### config.mk
export PLATFORM = sky130hd
export DESIGN_NAME = lock_sequencer_flat
export DESIGN_NICKNAME = d
export VERILOG_FILES = /design/src/rtl/lock_sequencer_if.sv /design/src/rtl/lock_sequencer.sv /design/src/flat_wrapper.sv
export SDC_FILE = /design/constraint.sdc
export NUM_CORES = 1
export LEC_CHECK = 0
export BUFFER_PORTS_ARGS = -buffer_cell sky130_fd_sc_hd__buf_2
export CAP_MARGIN = 25
export CORE_MARGIN = 2
export CORE_UTILIZATION = 40
export DETAILED_ROUTE_END_ITERATION = 6
export HOLD_SLACK_MARGIN = 0.02
export PLACE_DENSITY = 0.58
export SLEW_MARGIN = 20
export SYNTH_ARGS = -nofsm -noshare
export SYNTH_HDL_FRONTEND = slang
export SYNTH_SLANG_ARGS = --single-unit
### constraint.sdc
create_clock -name clk -period 2.6 [get_ports clk]
set_input_delay 0 -clock clk [delete_from_list [all_inputs] [get_ports clk]]
set_output_delay 0 -clock clk [all_outputs]
set_load 0.01 [all_outputs]
### src/rtl/lock_sequencer_if.sv
// Bundle between the lock sequencer, the digit-entry unit, the buttons and the display path.
// master = sequencer side; slave = the surrounding datapath.
interface lock_sequencer_if #(
  parameter int CODE_W         = 24,
  parameter int MAX_FAILS      = 3,
  parameter int LOCKOUT_CYCLES = 1000
);
  localparam int FAIL_W = $clog2(MAX_FAILS + 1);
  localparam int LEFT_W = (LOCKOUT_CYCLES > 1) ? $clog2(LOCKOUT_CYCLES) : 1;

  logic              entry_done;
  logic [CODE_W-1:0] entry_code;
  logic              btn_change;
  logic              btn_relock;
  logic              entry_start;
  logic              disp_clear;
  logic [1:0]        mode;
  logic              unlocked;
  logic [FAIL_W-1:0] fails;
  logic [LEFT_W-1:0] lockout_left;

  modport master (
    input  entry_done, entry_code, btn_change, btn_relock,
    output entry_start, disp_clear, mode, unlocked, fails, lockout_left
  );

  modport slave (
    output entry_done, entry_code, btn_change, btn_relock,
    input  entry_start, disp_clear, mode, unlocked, fails, lockout_left
  );
endinterface

### src/rtl/lock_sequencer.sv
// Mode controller for the six-digit lock: password store, failure count, lockout timer.
// Verdict two cycles after entry_done; all outputs decoded from registered state, no backpressure.
module lock_sequencer #(
  parameter int CODE_W         = 24,
  parameter int MAX_FAILS      = 3,
  parameter int LOCKOUT_CYCLES = 1000
) (
  input  logic              clk,
  input  logic              rst,
  lock_sequencer_if.master  bus
);
  localparam int FAIL_W = $clog2(MAX_FAILS + 1);
  localparam int LEFT_W = (LOCKOUT_CYCLES > 1) ? $clog2(LOCKOUT_CYCLES) : 1;

  typedef enum logic [2:0] {
    ARM_SET, WAIT_SET, ARM_LOCK, WAIT_LOCK, CHECK, LOCKOUT, UNLOCKED
  } state_t;

  state_t            state_q, state_d;
  logic [CODE_W-1:0] pw_q, pw_d;
  logic [CODE_W-1:0] cand_q, cand_d;
  logic [FAIL_W-1:0] fails_q, fails_d;
  logic [LEFT_W-1:0] timer_q, timer_d;
  logic              enter_q, enter_d;
  logic              last_try;

  always_ff @(posedge clk) begin
    if (rst) begin
      state_q <= ARM_SET;
      pw_q    <= '0;
      cand_q  <= '0;
      fails_q <= '0;
      timer_q <= '0;
      enter_q <= 1'b0;
    end else begin
      state_q <= state_d;
      pw_q    <= pw_d;
      cand_q  <= cand_d;
      fails_q <= fails_d;
      timer_q <= timer_d;
      enter_q <= enter_d;
    end
  end

  assign last_try = (fails_q == FAIL_W'(MAX_FAILS - 1));

  always_comb begin
    state_d = state_q;
    pw_d    = pw_q;
    cand_d  = cand_q;
    fails_d = fails_q;
    timer_d = timer_q;
    case (state_q)
      ARM_SET:  state_d = WAIT_SET;
      WAIT_SET: begin
        if (bus.entry_done) begin
          pw_d    = bus.entry_code;
          fails_d = '0;
          state_d = ARM_LOCK;
        end
      end
      ARM_LOCK: state_d = WAIT_LOCK;
      WAIT_LOCK: begin
        if (bus.entry_done) begin
          cand_d  = bus.entry_code;
          state_d = CHECK;
        end
      end
      CHECK: begin
        if (cand_q == pw_q) begin
          fails_d = '0;
          state_d = UNLOCKED;
        end else if (last_try) begin
          fails_d = '0;
          timer_d = LEFT_W'(LOCKOUT_CYCLES - 1);
          state_d = LOCKOUT;
        end else begin
          fails_d = fails_q + FAIL_W'(1);
          state_d = ARM_LOCK;
        end
      end
      LOCKOUT: begin
        if (timer_q == '0) state_d = ARM_LOCK;
        else               timer_d = timer_q - LEFT_W'(1);
      end
      UNLOCKED: begin
        // relock is checked first so a simultaneous press never drops protection
        if (bus.btn_relock) begin
          fails_d = '0;
          state_d = ARM_LOCK;
        end else if (bus.btn_change) begin
          state_d = ARM_SET;
        end
      end
      default: state_d = ARM_SET;
    endcase
  end

  assign enter_d = (state_d != state_q) && ((state_d == LOCKOUT) || (state_d == UNLOCKED));

  always_comb begin
    bus.mode = 2'b00;
    case (state_q)
      ARM_LOCK, WAIT_LOCK, CHECK: bus.mode = 2'b01;
      LOCKOUT:                    bus.mode = 2'b10;
      UNLOCKED:                   bus.mode = 2'b11;
      default:                    bus.mode = 2'b00;
    endcase
  end

  assign bus.entry_start  = (state_q == ARM_SET) || (state_q == ARM_LOCK);
  assign bus.disp_clear   = bus.entry_start || enter_q;
  assign bus.unlocked     = (state_q == UNLOCKED);
  assign bus.fails        = fails_q;
  assign bus.lockout_left = (state_q == LOCKOUT) ? timer_q : '0;
endmodule
### src/flat_wrapper.sv
// flat-port wrapper written by rule: the top's interface ports become plain ports
module lock_sequencer_flat 
#(
  parameter int CODE_W         = 24,
  parameter int MAX_FAILS      = 3,
  parameter int LOCKOUT_CYCLES = 1000
)
  (clk, rst, bus_entry_done, bus_entry_code, bus_btn_change, bus_btn_relock, bus_entry_start, bus_disp_clear, bus_mode, bus_unlocked, bus_fails, bus_lockout_left);
  lock_sequencer_if #(.CODE_W(CODE_W), .MAX_FAILS(MAX_FAILS), .LOCKOUT_CYCLES(LOCKOUT_CYCLES)) bus_i ();
  input  logic clk;
  input  logic rst;
  input wire logic [$bits(bus_i.entry_done)-1:0] bus_entry_done;
  input wire logic [$bits(bus_i.entry_code)-1:0] bus_entry_code;
  input wire logic [$bits(bus_i.btn_change)-1:0] bus_btn_change;
  input wire logic [$bits(bus_i.btn_relock)-1:0] bus_btn_relock;
  output wire logic [$bits(bus_i.entry_start)-1:0] bus_entry_start;
  output wire logic [$bits(bus_i.disp_clear)-1:0] bus_disp_clear;
  output wire logic [$bits(bus_i.mode)-1:0] bus_mode;
  output wire logic [$bits(bus_i.unlocked)-1:0] bus_unlocked;
  output wire logic [$bits(bus_i.fails)-1:0] bus_fails;
  output wire logic [$bits(bus_i.lockout_left)-1:0] bus_lockout_left;
  assign bus_i.entry_done = bus_entry_done;
  assign bus_i.entry_code = bus_entry_code;
  assign bus_i.btn_change = bus_btn_change;
  assign bus_i.btn_relock = bus_btn_relock;
  assign bus_entry_start = bus_i.entry_start;
  assign bus_disp_clear = bus_i.disp_clear;
  assign bus_mode = bus_i.mode;
  assign bus_unlocked = bus_i.unlocked;
  assign bus_fails = bus_i.fails;
  assign bus_lockout_left = bus_i.lockout_left;
  lock_sequencer #(.CODE_W(CODE_W), .MAX_FAILS(MAX_FAILS), .LOCKOUT_CYCLES(LOCKOUT_CYCLES)) u_core (.clk(clk), .rst(rst), .bus(bus_i));
endmodule
* Yosys cells after proc, flatten, opt, wreduce, memory -nomap -nowiden
Cells that the tools add are included.
** Operators by class
- Add/subtract/negate cells :: 2
- Eq/ne operators :: 16
- Mux-type cells :: 19
- Reductions and logical operators :: 13
** Operator list (number)
- $mux 10 :: 4
- $eq 24x24->1 :: 1
- $mux 3 :: 7
- $pmux 3 s7 :: 1
- $pmux 10 s2 :: 1
- $eq 3x3->1 const B :: 5
- $pmux 2 s3 :: 2
- $logic_not 10->1 :: 1
- $sub 10x1->10 const B :: 1
- $mux 2 :: 4
- $ne 2x2->1 const B :: 4
- $eq 3x2->1 const B :: 2
- $reduce_and 2->1 :: 2
- $reduce_and 4->1 :: 1
- $eq 3x1->1 const B :: 1
- $logic_not 3->1 :: 1
- $logic_or 1x1->1 :: 3
- $ne 3x3->1 :: 1
- $reduce_and 3->1 :: 1
- $reduce_bool 3->1 :: 1
- $reduce_or 3->1 :: 1
- $add 2x1->2 const B :: 1
- $eq 2x2->1 const B :: 1
- $ne 2x1->1 const B :: 1
- other kinds (2) :: 2
** Storage, ports and cells
- Register bits after elaboration :: 64
- Input port bits :: 29
- Output and inout port bits :: 17

* Longest topological paths before layout
- Depth after elaboration :: 7
- Gate-level depth with buffers :: 8
- Gate-level depth less buffers :: 7

* Least setup slack after synthesis
No wires, ideal clock.
- Kind :: reg-to-reg
- From :: register u_core.timer_q[0]
- To :: register u_core.timer_q[7]
- Library setup time :: 70 ps
- Arrival time :: 1587 ps
- Required time :: 2530 ps
- Path slack :: 942 ps
- Cell stages (with the launch flop) :: 9
- Period minus slack after synthesis :: 1658 ps
- Cells stage by stage :: dfxtp_1 -> inv_1 -> ha_1 -> nor3b_1 -> a31oi_2 -> buf_2 -> nand4b_1 -> xor2_1 -> a21oi_1
** Between the ends
- Word-level cells in the longest chain between the ends :: 3
- Elaborated cells between the ends (all ways) :: 6
- Classes of those cells :: add/sub: 1; eq/ne: 1; mux: 2; reduce/logical: 2
** RTL lines
- start: declaration :: RTL line lock_sequencer.sv:23 : logic [LEFT_W-1:0] timer_q, timer_d;
- start signal: assignment :: RTL line lock_sequencer.sv:40 : timer_q <= timer_d;
- $sub 10x1->10 / $logic_not 10->1 (equally long branches) :: RTL line lock_sequencer.sv:84, lock_sequencer.sv:83
- $mux 10 / $ne 2x2->1 (equally long branches)
- $pmux 10 s2 / $reduce_and 4->1 (equally long branches)
Several ways; a longest one is shown, not always the timed one. The select of a mux whose other input is x is not followed.
A chain may end at the register's enable or synchronous reset.

* Worst setup path in the final report
- From :: register u_core.timer_q[0]
- To :: register u_core.timer_q[4]
The elaborated chain is that of the path after synthesis.

==> metrics.csv <==
stage;metric;value;unit
timing;fin_max_slew_vios;0;
timing;finalClockSkew;0.00713;ns
logic_synthesis;ys_types;47;
clocking;htreeDepth;3;
timing;final_hold_viol_count;0;
setup_path;critical_path.max_stage_delay;0.53;ns
power;ir_worst_vdd;0.423;mV
setup_path;r2r-end;u_core.timer_q[4];
logic_synthesis;synth_top_area_share;43.6;%
placed_design;hpwl;4230;um
clocking;clkLatencyLatePin;0.34;ns
routing;route.final.wire_length;6710;um
setup_path;critical_path.max_fanout;13;
die;design.core.area;0.00718;mm^2
clocking;cts_resized;0;
setup_path;timing.setup.critical_path_class;flop to flop;
placed_design;dpl.cell_count;491;
timing;final_period_minus_worst_setup_slack;1.96;ns
logic_synthesis;synth_register_bits;64;
timing;max_slew.worst_pin.slew;0.597;ns
grt;grt_pass1_vias;2539;
routing;routedWlPerCell;12.6;um
die;fp-row-count;31;
placed_design;placer_s_final_routability_congestion_estimate;0.773;
logic_synthesis;synthMostInstantiatedCell;sky130_fd_sc_hd__nand2_1;
timing;final_cycle_utilization_of_the_critical_path;75.4;%
die;floorplan.initialDensity;41.0;%
layout;drive_gt1_share;18.3;%
clocking;clockRootBuffer;sky130_fd_sc_hd__clkbuf_8;
clocking;cts-root-to-sink-buffers;2;
logic_synthesis;synth.top_cells.by_area;sky130_fd_sc_hd__dfxtp_1, sky130_fd_sc_hd__nand2_1, sky130_fd_sc_hd__a21oi_1;
placed_design;placement.io_buffers;45;
logic_synthesis;count_of_flip_flops_with_a_built_in_enable_after_synthesis;0;
setup_path;critPathLaunchType;flop;
clocking;tritoncts;done;
die;io_pins;46;
logic_synthesis;synth-main-ff-cell;sky130_fd_sc_hd__dfxtp_1;
layout;combined_area_of_the_multi_input_logic_cells;0.00152;mm^2
grt;grt_first_pass_wirelength;11600;um
logic_synthesis;synth_warnings;0;
timing;setup_viol_count_final;0;
die;dieWidth;89.7;um
logic_synthesis;combined_area_of_all_synthesized_cells;0.00294;mm^2
routing;route.antenna.remaining_nets;0;
logic_synthesis;synth.cells.most_frequent;sky130_fd_sc_hd__nand2_1, sky130_fd_sc_hd__dfxtp_1, sky130_fd_sc_hd__a21oi_1;
logic_synthesis;synthArstFlopShare;0;%
timing;rsz0062_at_grt;false;
power;total_leakage_power;0.00144;uW
layout;number_of_filler_instances_in_the_final_layout;726;
logic_synthesis;net_count_after_synthesis;395;
min_path;min_to;u_core.state_q[0];
timing;timing.setup.tns;0;ns
layout;num-nets-final;458;
setup_path;cp_cell_sequence;inv_1, ha_1, nor3b_1, a31oi_2, nand3_1, xnor2_1, and3b_1;
timing;maxClockFrequency;510;MHz
min_path;holdCritStartpoint;bus_entry_done;
die;die_height;89.7;um
setup_path;timing.critical_path.to_type;flop;
setup_path;ff2ff_setup_slack;0.64;ns
power;p_total;2160;uW
clocking;cts_made_buffers;9;
clocking;clkTransAtPathRegs;0.07;ns
layout;post_layout_nonfiller_instances;531;
timing;slew_headroom;60.1;%
setup_path;crit_arrival;2.19;ns
grt;overflow;0;
setup_path;worst_r2r_path_depth;7;
logic_synthesis;ys_seq_area_share;43.6;%
layout;diodes;0;
grt;track_usage;17.7;%
status;status;completed;
logic_synthesis;syn-mean-instance-area;8.06;um^2
min_path;hold_class;primary input to flop;
min_path;number_of_cells_on_the_worst_hold_path;4;
routing;via_count_of_the_routed_design;2562;
grt;grt_max_degree;55;
logic_synthesis;synthesis.instances;365;
setup_path;cp_data_required_time;2.83;ns
layout;layout-area-overhead-vs-synth;24.8;%
job;cap_viol_max_count;0;
clocking;cts_num_sinks;64;
grt;initial_antenna_violation_count;0;
power;power_per_cell_area;590;mW/mm^2
setup_path;worstReg2RegStart;u_core.timer_q[0];
setup_path;cp_slowest_cell;sky130_fd_sc_hd__a31oi_2;
die;design.die.area;0.00805;mm^2
routing;route.detailed.vias_per_inst;4.82;
setup_path;worst_path_dominant_cell_family;compound AO/OA/AOI/OAI gates;
routing;drt_drc_violations_left;0;
logic_synthesis;yosys.area.top_type;sky130_fd_sc_hd__dfxtp_1;
layout;area_of_all_sequential_standard_cells;0.00128;mm^2
routing;drtIter0Drc;124;
setup_path;crit_buf_inv;1;
routing;drt_pass1_iterations;4;
==> per-stage QoR <==
stage	setup slack (ns)	utilization [%]	hold WS [ns]	area, um^2
after floorplan	0.942	-	0.136	2940
after global placement	0.674	44.7	0.252	3210
after detailed placement	0.665	44.7	0.257	3210
after CTS	0.661	51.1	0.0354	3670
after global routing	0.440	51.1	0.0582	3670
final	0.640	51.1	0.0561	3670
==> kinds of logic after synthesis <==
| group | synth area share (%) |
|---|---|
| AND/OR/NAND/NOR | 26.6 |
| adder cells (fa/ha/maj) | 0.425 |
| flip-flops | 43.6 |
| AO/OA/AOI/OAI | 15.2 |
| buffers and inverters | 4.72 |
| XOR/XNOR | 9.53 |
==> area by class of cell <==
cell class	instances	share of cell area (%)
Clock buffer	9	3.38
Clock inverter	6	2.32
Sequential cell	64	34.9
Inverter	2	0.205
Multi-Input combinational cell	274	41.4
Timing Repair Buffer	77	14.4
Tap cell	99	3.38
==> registers in the layout, summed over array words and instances, names as in the netlist <==
signal / cells
u_core.bus.fails: 2
u_core.cand_q: 24
u_core.enter_q: 1
u_core.pw_q: 24
u_core.state_q: 3
u_core.timer_q: 10
==> how the worst max path moves through the flow <==
stage | cells past startpoint | from | endpoint
after detailed placement | 7 | u_core.timer_q[0] | u_core.timer_q[3]
final | 7 | u_core.timer_q[0] | u_core.timer_q[4]
after global routing | 7 | u_core.timer_q[0] | u_core.timer_q[4]
after floorplan | 8 | u_core.timer_q[0] | u_core.timer_q[7]
after global placement | 7 | u_core.timer_q[0] | u_core.timer_q[3]
after CTS | 7 | u_core.timer_q[0] | u_core.timer_q[4]
==> repair_timing <==
item                                    4_1_cts  5_1_grt
buffers inserted                              0        0
hold endpoints to repair                     51        0
hold buffers                                 25        0
endpoints found under the setup margin        0        0
==> metal layers <==
metal	vias up	wire, um	part of all wire [%]	GRT usage [%]
met2	47	3390	50	30.1
met5	-	0	0	0
met3	4	257	3.8	6.12
met4	0	45	0.67	5.90
li1	1332	-	-	-
met1	1179	3020	45	21.0
==> worst register-to-register path: stages (launching register included) <==
cell	delay [ns]
sky130_fd_sc_hd__dfxtp_1	0.35
sky130_fd_sc_hd__inv_1	0.06
sky130_fd_sc_hd__ha_1	0.25
sky130_fd_sc_hd__nor3b_1	0.17
sky130_fd_sc_hd__a31oi_2	0.53
sky130_fd_sc_hd__nand3_1	0.17
sky130_fd_sc_hd__xnor2_1	0.15
sky130_fd_sc_hd__and3b_1	0.17
==> placed cells by master (no fill, tap or decap), types with 2 or more instances in the layout <==
cell,synthesis,routed
sky130_fd_sc_hd__nand2_1,103,103
sky130_fd_sc_hd__dfxtp_1,64,64
sky130_fd_sc_hd__a21oi_1,62,62
sky130_fd_sc_hd__buf_2,8,45
sky130_fd_sc_hd__dlygate4sd3_1,0,25
sky130_fd_sc_hd__xor2_1,22,22
sky130_fd_sc_hd__nor2_1,11,11
sky130_fd_sc_hd__and2_1,10,10
sky130_fd_sc_hd__xnor2_1,10,10
sky130_fd_sc_hd__clkbuf_8,0,9
sky130_fd_sc_hd__buf_4,1,7
sky130_fd_sc_hd__o21ai_0,6,6
sky130_fd_sc_hd__nor4_1,4,4
sky130_fd_sc_hd__nand3b_1,3,3
sky130_fd_sc_hd__nand2b_1,3,3
sky130_fd_sc_hd__and3b_1,3,3
sky130_fd_sc_hd__nand4_1,3,3
sky130_fd_sc_hd__nand4b_1,3,3
sky130_fd_sc_hd__nand3_1,3,3
sky130_fd_sc_hd__inv_1,2,2
sky130_fd_sc_hd__or2_2,2,2
sky130_fd_sc_hd__nor3b_1,2,2
sky130_fd_sc_hd__clkinv_2,0,2
sky130_fd_sc_hd__clkinvlp_4,0,2
sky130_fd_sc_hd__bufinv_16,0,2
==> where the power goes <==
part,internal (uW),total [uW],switching [uW]
clock,531,916,385
combinational,100,216,116
sequential,1010,1030,23.9
total,1640,2160,525
Power figures use the tool's default switching activity.
